### config.mk
export PLATFORM = sky130hd
export DESIGN_NAME = maj11_bist
export DESIGN_NICKNAME = d
export VERILOG_FILES = /design/src/rtl/maj11_bist.sv
export SDC_FILE = /design/constraint.sdc
export NUM_CORES = 1
export LEC_CHECK = 0
export ABC_AREA = 0
export ABC_CLOCK_PERIOD_IN_PS = 4100
export BUFFER_PORTS_ARGS = -buffer_cell sky130_fd_sc_hd__clkbuf_2
export CORE_UTILIZATION = 35
export CTS_CLUSTER_SIZE = 14
export DETAILED_ROUTE_END_ITERATION = 8
export GPL_TIMING_DRIVEN = 0
export PLACE_DENSITY = 0.61
export SYNTH_ARGS = -nofsm -noshare
export SYNTH_HDL_FRONTEND = slang
export SYNTH_SLANG_ARGS = --single-unit
### constraint.sdc
create_clock -name clk -period 4.1 [get_ports clk]
set_input_delay 0.82 -clock clk [delete_from_list [all_inputs] [get_ports clk]]
set_output_delay 0.82 -clock clk [all_outputs]
set_load 0.03 [all_outputs]
### src/rtl/maj11_bist.sv
// Exhaustive-sweep BIST for an N-input majority/threshold circuit.
// Latency: one vector per SETTLE+1 cycles; a full run takes 2^N*(SETTLE+1) cycles.
// Backpressure: none; start is only honoured in IDLE/DONE, and is ignored while busy.
//
// Ports:
//   clk, rst          - single clock, synchronous active-high reset
//   start             - one-cycle run request (IDLE/DONE only)
//   vec_o             - stimulus vector to the DUT, bit i drives xi
//   dut_y_i           - DUT output under test
//   ref_o             - combinational reference: popcount(vec_o) >= THRESH
//   busy, done, pass  - run status; pass = done && no mismatches
//   err_count         - mismatch count of the current/last run (N+1 bits, no wrap)
//   first_fail_valid  - at least one mismatch recorded
//   first_fail_vec    - lowest vector that mismatched
module maj11_bist #(
  parameter int N      = 11,
  parameter int THRESH = 6,
  parameter int SETTLE = 1   // legal range 1..15 (settle counter is 4 bits)
) (
  input  logic         clk,
  input  logic         rst,
  input  logic         start,
  output logic [N-1:0] vec_o,
  input  logic         dut_y_i,
  output logic         ref_o,
  output logic         busy,
  output logic         done,
  output logic         pass,
  output logic [N:0]   err_count,
  output logic         first_fail_valid,
  output logic [N-1:0] first_fail_vec
);

  localparam int          CW        = $clog2(N + 1);
  localparam logic [3:0]  SETTLE_LD = 4'(SETTLE - 1);
  localparam logic [31:0] THRESH_U  = 32'(THRESH);
  localparam logic [N-1:0] VEC_LAST = {N{1'b1}};

  typedef enum logic [1:0] {
    S_IDLE,
    S_SETTLE,
    S_CHECK,
    S_DONE
  } state_e;

  state_e       state_q, state_d;
  logic [N-1:0] vec_q, vec_d;
  logic [3:0]   cnt_q, cnt_d;
  logic [N:0]   err_q, err_d;
  logic         ffv_q, ffv_d;
  logic [N-1:0] ffvec_q, ffvec_d;

  // Population count sized to hold N without overflow.
  logic [CW-1:0] pop;
  always_comb begin
    pop = '0;
    for (int i = 0; i < N; i++) begin
      pop = pop + CW'(vec_q[i]);
    end
  end

  assign ref_o = ({{(32 - CW){1'b0}}, pop} >= THRESH_U);

  always_comb begin
    state_d = state_q;
    vec_d   = vec_q;
    cnt_d   = cnt_q;
    err_d   = err_q;
    ffv_d   = ffv_q;
    ffvec_d = ffvec_q;

    case (state_q)
      S_IDLE, S_DONE: begin
        if (start) begin
          vec_d   = '0;
          err_d   = '0;
          ffv_d   = 1'b0;
          ffvec_d = '0;
          cnt_d   = SETTLE_LD;
          state_d = S_SETTLE;
        end
      end

      S_SETTLE: begin
        // Counter is loaded with SETTLE-1, so this state lasts SETTLE cycles.
        if (cnt_q == 4'd0) begin
          state_d = S_CHECK;
        end else begin
          cnt_d = cnt_q - 4'd1;
        end
      end

      S_CHECK: begin
        if (dut_y_i != ref_o) begin
          err_d = err_q + {{N{1'b0}}, 1'b1};
          // Sweep is ascending, so the first recorded failure is the lowest one.
          if (!ffv_q) begin
            ffv_d   = 1'b1;
            ffvec_d = vec_q;
          end
        end
        if (vec_q == VEC_LAST) begin
          state_d = S_DONE;   // vec_o holds at all-ones; no wrap
        end else begin
          vec_d   = vec_q + {{(N - 1){1'b0}}, 1'b1};
          cnt_d   = SETTLE_LD;
          state_d = S_SETTLE;
        end
      end

      default: state_d = S_IDLE;
    endcase
  end

  always_ff @(posedge clk) begin
    if (rst) begin
      state_q <= S_IDLE;
      vec_q   <= '0;
      cnt_q   <= '0;
      err_q   <= '0;
      ffv_q   <= 1'b0;
      ffvec_q <= '0;
    end else begin
      state_q <= state_d;
      vec_q   <= vec_d;
      cnt_q   <= cnt_d;
      err_q   <= err_d;
      ffv_q   <= ffv_d;
      ffvec_q <= ffvec_d;
    end
  end

  assign vec_o            = vec_q;
  assign busy             = (state_q == S_SETTLE) || (state_q == S_CHECK);
  assign done             = (state_q == S_DONE);
  assign pass             = done && (err_q == '0);
  assign err_count        = err_q;
  assign first_fail_valid = ffv_q;
  assign first_fail_vec   = ffvec_q;

endmodule

==> out/qor.csv, run 1 <==
metric;value;unit
placed_cells;392;
numPortBuffers;42;
firstDrtPassIters;4;
critPathRequiredTime;3280;ps
path_buf_inv;4;
fp.dieArea;7320;µm²
syn_area_per_cell;9.05;µm²
drc;0;
wl_per_cell;14.6;µm
dr_total_vias;2199;
fin_cells;412;
antenna_found_initial;0;
cp-startpoint;vec_o[0];
reg2regPathDepth;15;
yosys.area_share.simple;0.271;
synthesis.area;2440;µm²
ios;43;
period_share;1.09;
hold_end;first_fail_vec[10];
min_period;4480;ps
p_total;1.23;mW
fin_worst_skew;9.86;ps
finalWorstSetupSlack;-376;ps
grt_pass1_wl;9.90;mm
htreeDepth;2;
rsz0062_at_grt;yes;
slew_violations;0;
power_density;399;nW/µm²
ys_seq_elements;41;
drive_above_1_share;0.340;
clk_latency;300;ps
hold_class;reg2reg;
violations;negative setup slack;
drt_wl_total;6.01;mm
irDropWorstVdd;0.000186;V
synthXorXnorAreaFrac;0.0215;
seq_area_frac_synth;0.336;
fin_worst_hold_slack;478;ps
setup_violations;24;
gp_congestion;0.796;
r2r_start;vec_o[0];
initial_core_util;0.362;
synthAdderAreaFrac;0.109;
path_clk_slew;90;ps
track_usage;0.169;
n_antenna_cell;0;
critPathKind;reg2out;
hold_violations;0;
die_h;85.6;µm
clock_sinks;41;
cp.arrival;3660;ps
synth_top_area_share;0.336;
hold_start;first_fail_vec[10];
nets;352;
leakagePower;1.26;nW
synth_cells;270;
drv_cap;0;
timing.slew.headroom;0.454;
critical-path-top-delay-family;adder cells;
row_count;30;
max_freq;223;MHz
hpwl;4.19;mm
grt_max_degree;15;
globalRouteOverflowTotal;0;
crit_chain;inv_2 -> fa_1 -> fa_1 -> fa_1 -> inv_2 -> fa_2 -> inv_2 -> fa_2 -> nor2b_4 -> o31ai_2 -> o31ai_2 -> buf_4;
ys_types;56;
syn-num-nets;291;
r2r-end;err_count[8];
yosysWarnings;0;
grt_pass1_vias;2075;
startpoint_type;flip-flop;
synthTopCellsByArea;dfxtp_1 (34%), fa_1 (5.7%), ha_1 (5.1%);
critPathSlowestCell;fa_1;
worst_setup_path_end_kind;output pin;
reg2reg_slack;-350;ps
core-area;6760;µm²
clockRootBuffer;clkbuf_8;
synth_ff_type;dfxtp_1;
drtAntennaViolNets;0;
ys_async_sr_fraction;0;
synth_compound_area_frac;0.166;
crit_path_max_fanout;3;
synth_top_family_by_area;simple AND/OR/NAND/NOR gates;
synth_mux_area_frac;0.0251;
cts_tree;done;
status;finished, violations left;
slowest_delay;560;ps
synth_top_area_cell;dfxtp_1;
clockBufferDepth;2;
syn2layout_area_growth;26.8;%
dieWidth;85.6;µm
finalCoreUtilization;0.459;
worstHoldPathCells;1;
numCtsBuffers;5;
vias_per_cell;5.34;
worstMarginPinSlew;818;ps
synth-edff-count;0;
cts-hold-fix-buffers;0;
first_iter_violations;115;
cell families (layout without fill, tap and decap cells):
logic type      Yosys count  count (layout)
xor+xnor                  6               6
mux                       5               5
compound gates           53              53
fa+ha+maj                17              17
buf+inv                  36              98
flops                    41              41
simple gates            112             112
state kept, by name (all words and copies together), names as in the netlist:
| name | count |
|---|---|
| state_q | 2 |
| err_count | 12 |
| first_fail_valid | 1 |
| cnt_q | 4 |
| vec_o | 11 |
| first_fail_vec | 11 |
area by class of cell:
| type | count | area [µm²] |
|---|---|---|
| repair buffers | 55 | 318 |
| multi-input cells | 193 | 1550 |
| plain buffers | 10 | 86.3 |
| flip-flops and latches | 41 | 841 |
| fillers | 643 | 3660 |
| well taps | 80 | 100 |
| clock inverters | 3 | 43.8 |
| clock buffers | 5 | 68.8 |
| inverters | 25 | 93.8 |
worst max path at each step:
stage                   endpoint  slack [ps]  cells past startpoint
finish                     ref_o        -380                     12
global route               ref_o        -500                     12
CTS                        ref_o        -440                     12
detailed placement  err_count[8]        -310                     14
global placement    err_count[8]        -290                     14
floorplan           err_count[8]        -190                     14
cell usage after synthesis (all sizes together), types with 6 or more instances:
cell,number
inv,25
nor3,13
nand2,14
nand3,10
dfxtp,41
a22o,11
a21oi,16
buf,7
nor2,25
xnor2,6
fa,7
nand4,7
ha,10
repair_timing:
action                     CTS  global route
setup endpoints to repair   21            25
cloned                       1             0
setup buffers               11             1
gates resized for setup     17             5
pin swaps                    9             1
worst register-to-register path, stage by stage (launching register included):
cell and delay, ps:
dfxtp_4 360, inv_2 40, fa_1 560, fa_1 430
fa_1 510, inv_2 40, fa_2 400, inv_2 60
fa_2 470, buf_4 170, or3_4 320, a21o_4 260
a31oi_4 170, buf_6 150, nand4_4 100, mux2_4 310
cell usage in the layout (no fill, tap or decap), types with 3 or more instances in the layout:
cell      synthesis  routed
nand3_1           9       8
nor2_1           25      25
nor3_1           12      12
a22o_1           11      11
and2_1            4       4
buf_6             5       7
buf_4             0      11
or4_1             3       3
clkbuf_1          4       3
inv_2             0       4
a21oi_1          16      14
mux2_4            2       3
xnor2_1           6       6
clkbuf_2          0      41
and3_1            3       3
nand2b_1          3       3
nand3b_1          3       3
clkbuf_8          0       6
fa_1              7       5
or3_1             3       3
nand2_1          14      14
ha_1             10      10
nor4b_1           3       3
o21ai_0           5       4
nand4_1           6       6
dfxtp_4           0       5
a31oi_4           1       3
inv_1            25      21
nor4_1            3       3
dfxtp_1          41      35
nor3b_1           4       4
metal layers:
layer	routed length, µm	vias up	global-route usage
li1	-	1093	-
met1	2830	1047	0.228
met2	2850	52	0.277
met4	76	0	0.0485
met5	0	-	0
met3	252	7	0.0318
where the power goes:
group / leakage, nW / internal (mW) / total (mW) / switching, mW
clock network: 0.0585 / 0.183 / 0.339 / 0.156
logic: 0.867 / 0.183 / 0.450 / 0.267
registers: 0.336 / 0.420 / 0.446 / 0.0257
total: 1.26 / 0.786 / 1.23 / 0.449
stage by stage:
step | worst slack, ps | TNS, ps | instance area [µm²]
finish | -376 | -5050 | 3100
global route | -502 | -8640 | 3100
CTS | -440 | -5210 | 3070
detailed placement | -313 | -3590 | 2800
global placement | -289 | -2810 | 2800
floorplan | -186 | -516 | 2490
Power figures use the tool's default switching activity.
==> run 2: changes to the inputs <==
PLACE_DENSITY = not set   (was 0.61)
SKIP_CTS_REPAIR_TIMING = 1   (was not set)
==> run 2 against run 1 <==
Net effect: the flow still finishes with violations (negative setup slack); combinational power decreased by 4.9%; count of clock-buffer cells in the layout unchanged; global-route usage decreased by 0.90 points; wire length increased by 1.1%; critical path type is now reg2reg; critical endpoint is now err_count[8]; largest cell class unchanged.
==> out/qor.csv, run 2 (synthesis gave the netlist of run 1 again) <==
metric;value;unit;change
status;finished, violations left;;
violations;negative setup slack;;
vias_per_cell;5.32;;-0.38%
nets;356;;+1.1%
dr_total_vias;2212;;+0.59%
cpMostUsedCell;fa_1;;
initial_core_util;0.362;;unchanged
min_period;4480;ps;+3.41 ps
fin_worst_hold_slack;478;ps;-0.369 ps
path_clk_slew;90;ps;about the same
ios;43;;unchanged
numPortBuffers;42;;unchanged
wl_per_cell;14.6;µm;about the same
drive_above_1_share;0.348;;+0.00785
grt_pass1_wl;9.27;mm;-6.4%
irDropWorstVdd;0.000151;V;-19%
n_antenna_cell;0;;unchanged
htreeDepth;2;;unchanged
slowest_delay;530;ps;-30 ps
worstMarginPinSlew;772;ps;-46.4 ps
fin_setup_tns;-5000;ps;+51.5 ps
antenna_found_initial;0;;unchanged
critical-path-top-delay-family;adder cells;;
final_common_cell;clkbuf_2;;
firstDrtPassIters;4;;unchanged
power_density;388;nW/µm²;-2.8%
period_share;1.09;;about the same
finalWorstSetupSlack;-379;ps;-3.41 ps
drc;0;;unchanged
crit_path_max_fanout;6;;+3
gp_congestion;0.787;;-1.2%
final_cell_mix;clkbuf_2 (41), dfxtp_1 (35), nor2_1 (25), inv_1 (21), buf_4 (17);;
cp.arrival;4680;ps;+1020 ps
max_freq;223;MHz;about the same
worst_setup_path_end_kind;flip-flop;;
first_iter_violations;72;;-37%
clockRootBuffer;clkbuf_8;;
startpoint_type;flip-flop;;
drt_wl_total;6.07;mm;+1.1%
grt_max_degree;15;;unchanged
leakagePower;1.29;nW;+2.1%
p_total;1.22;mW;-1.6%
placed_cells;392;;unchanged
fin_cells;416;;+0.97%
place_ws;-347;ps;-33.6 ps
cts_tree;done;;
hpwl;4.26;mm;+1.7%
fin_worst_skew;11.7;ps;+1.86 ps
setup_violations;24;;unchanged
die_h;85.6;µm;unchanged
grt_pass1_vias;1945;;-6.3%
critPathSlowestCell;fa_1;;
dieWidth;85.6;µm;unchanged
fp.dieArea;7320;µm²;unchanged
timing.slew.headroom;0.485;;+0.0310
drtAntennaViolNets;0;;unchanged
rsz0062_at_grt;yes;;
critPathKind;reg2reg;;
critPathRequiredTime;4300;ps;+1020 ps
crit_chain;fa_1 -> inv_1 -> fa_1 -> fa_1 -> inv_1 -> fa_2 -> inv_2 -> fa_2 -> buf_4 -> or3_4 -> a21o_4 -> a31oi_4 -> buf_8 -> nand4_4 -> mux2_4;;
largest_reg_flops;12;;unchanged
clock_sinks;41;;unchanged
core-area;6760;µm²;unchanged
hold_class;reg2reg;;
numCtsBuffers;5;;unchanged
track_usage;0.160;;-0.00904
globalRouteOverflowTotal;0;;unchanged
clockBufferDepth;2;;unchanged
drv_cap;0;;unchanged
syn2layout_area_growth;28.3;%;
row_count;30;;unchanged
hold_violations;0;;unchanged
slew_violations;0;;unchanged
clk_latency;300;ps;about the same
path_buf_inv;5;;+1
run 2: area by class of cell:
class                   count  area, µm²
well taps                  80        100
clock inverters             3       43.8
multi-input cells         193       1560
plain buffers              10       83.8
inverters                  25       93.8
repair buffers             59        348
fillers                   679       3620
clock buffers               5       68.8
flip-flops and latches     41        841
run 2: layer usage:
layer	wire length, µm	vias up	track usage
met5	0	-	0
li1	-	1103	-
met4	87	0	0.0500
met2	2930	36	0.268
met3	176	10	0.0298
met1	2880	1063	0.209
run 2: path summary, 6_finish.rpt:
| kind | start | to | slack, ps | cells past startpoint |
|---|---|---|---|---|
| min reg2reg | first_fail_vec[5] | first_fail_vec[5] | 480 | 1 |
| max | vec_o[7] | err_count[8] | -380 | 15 |
| min | first_fail_vec[5] | first_fail_vec[5] | 480 | 1 |
| max reg2reg | vec_o[7] | err_count[8] | -380 | 15 |
run 2: per-stage QoR:
| stage | instance area [µm²] | utilization |
|---|---|---|
| floorplan | 2490 | - |
| global placement | 2800 | 0.415 |
| detailed placement | 2800 | 0.415 |
| CTS | 2910 | 0.431 |
| global route | 3140 | 0.464 |
| finish | 3140 | 0.464 |
run 2: where the power goes:
part	internal, mW	total (mW)	switching, mW
clock	0.183	0.342	0.159
sequential	0.420	0.445	0.0246
combinational	0.169	0.428	0.260
total	0.772	1.22	0.443
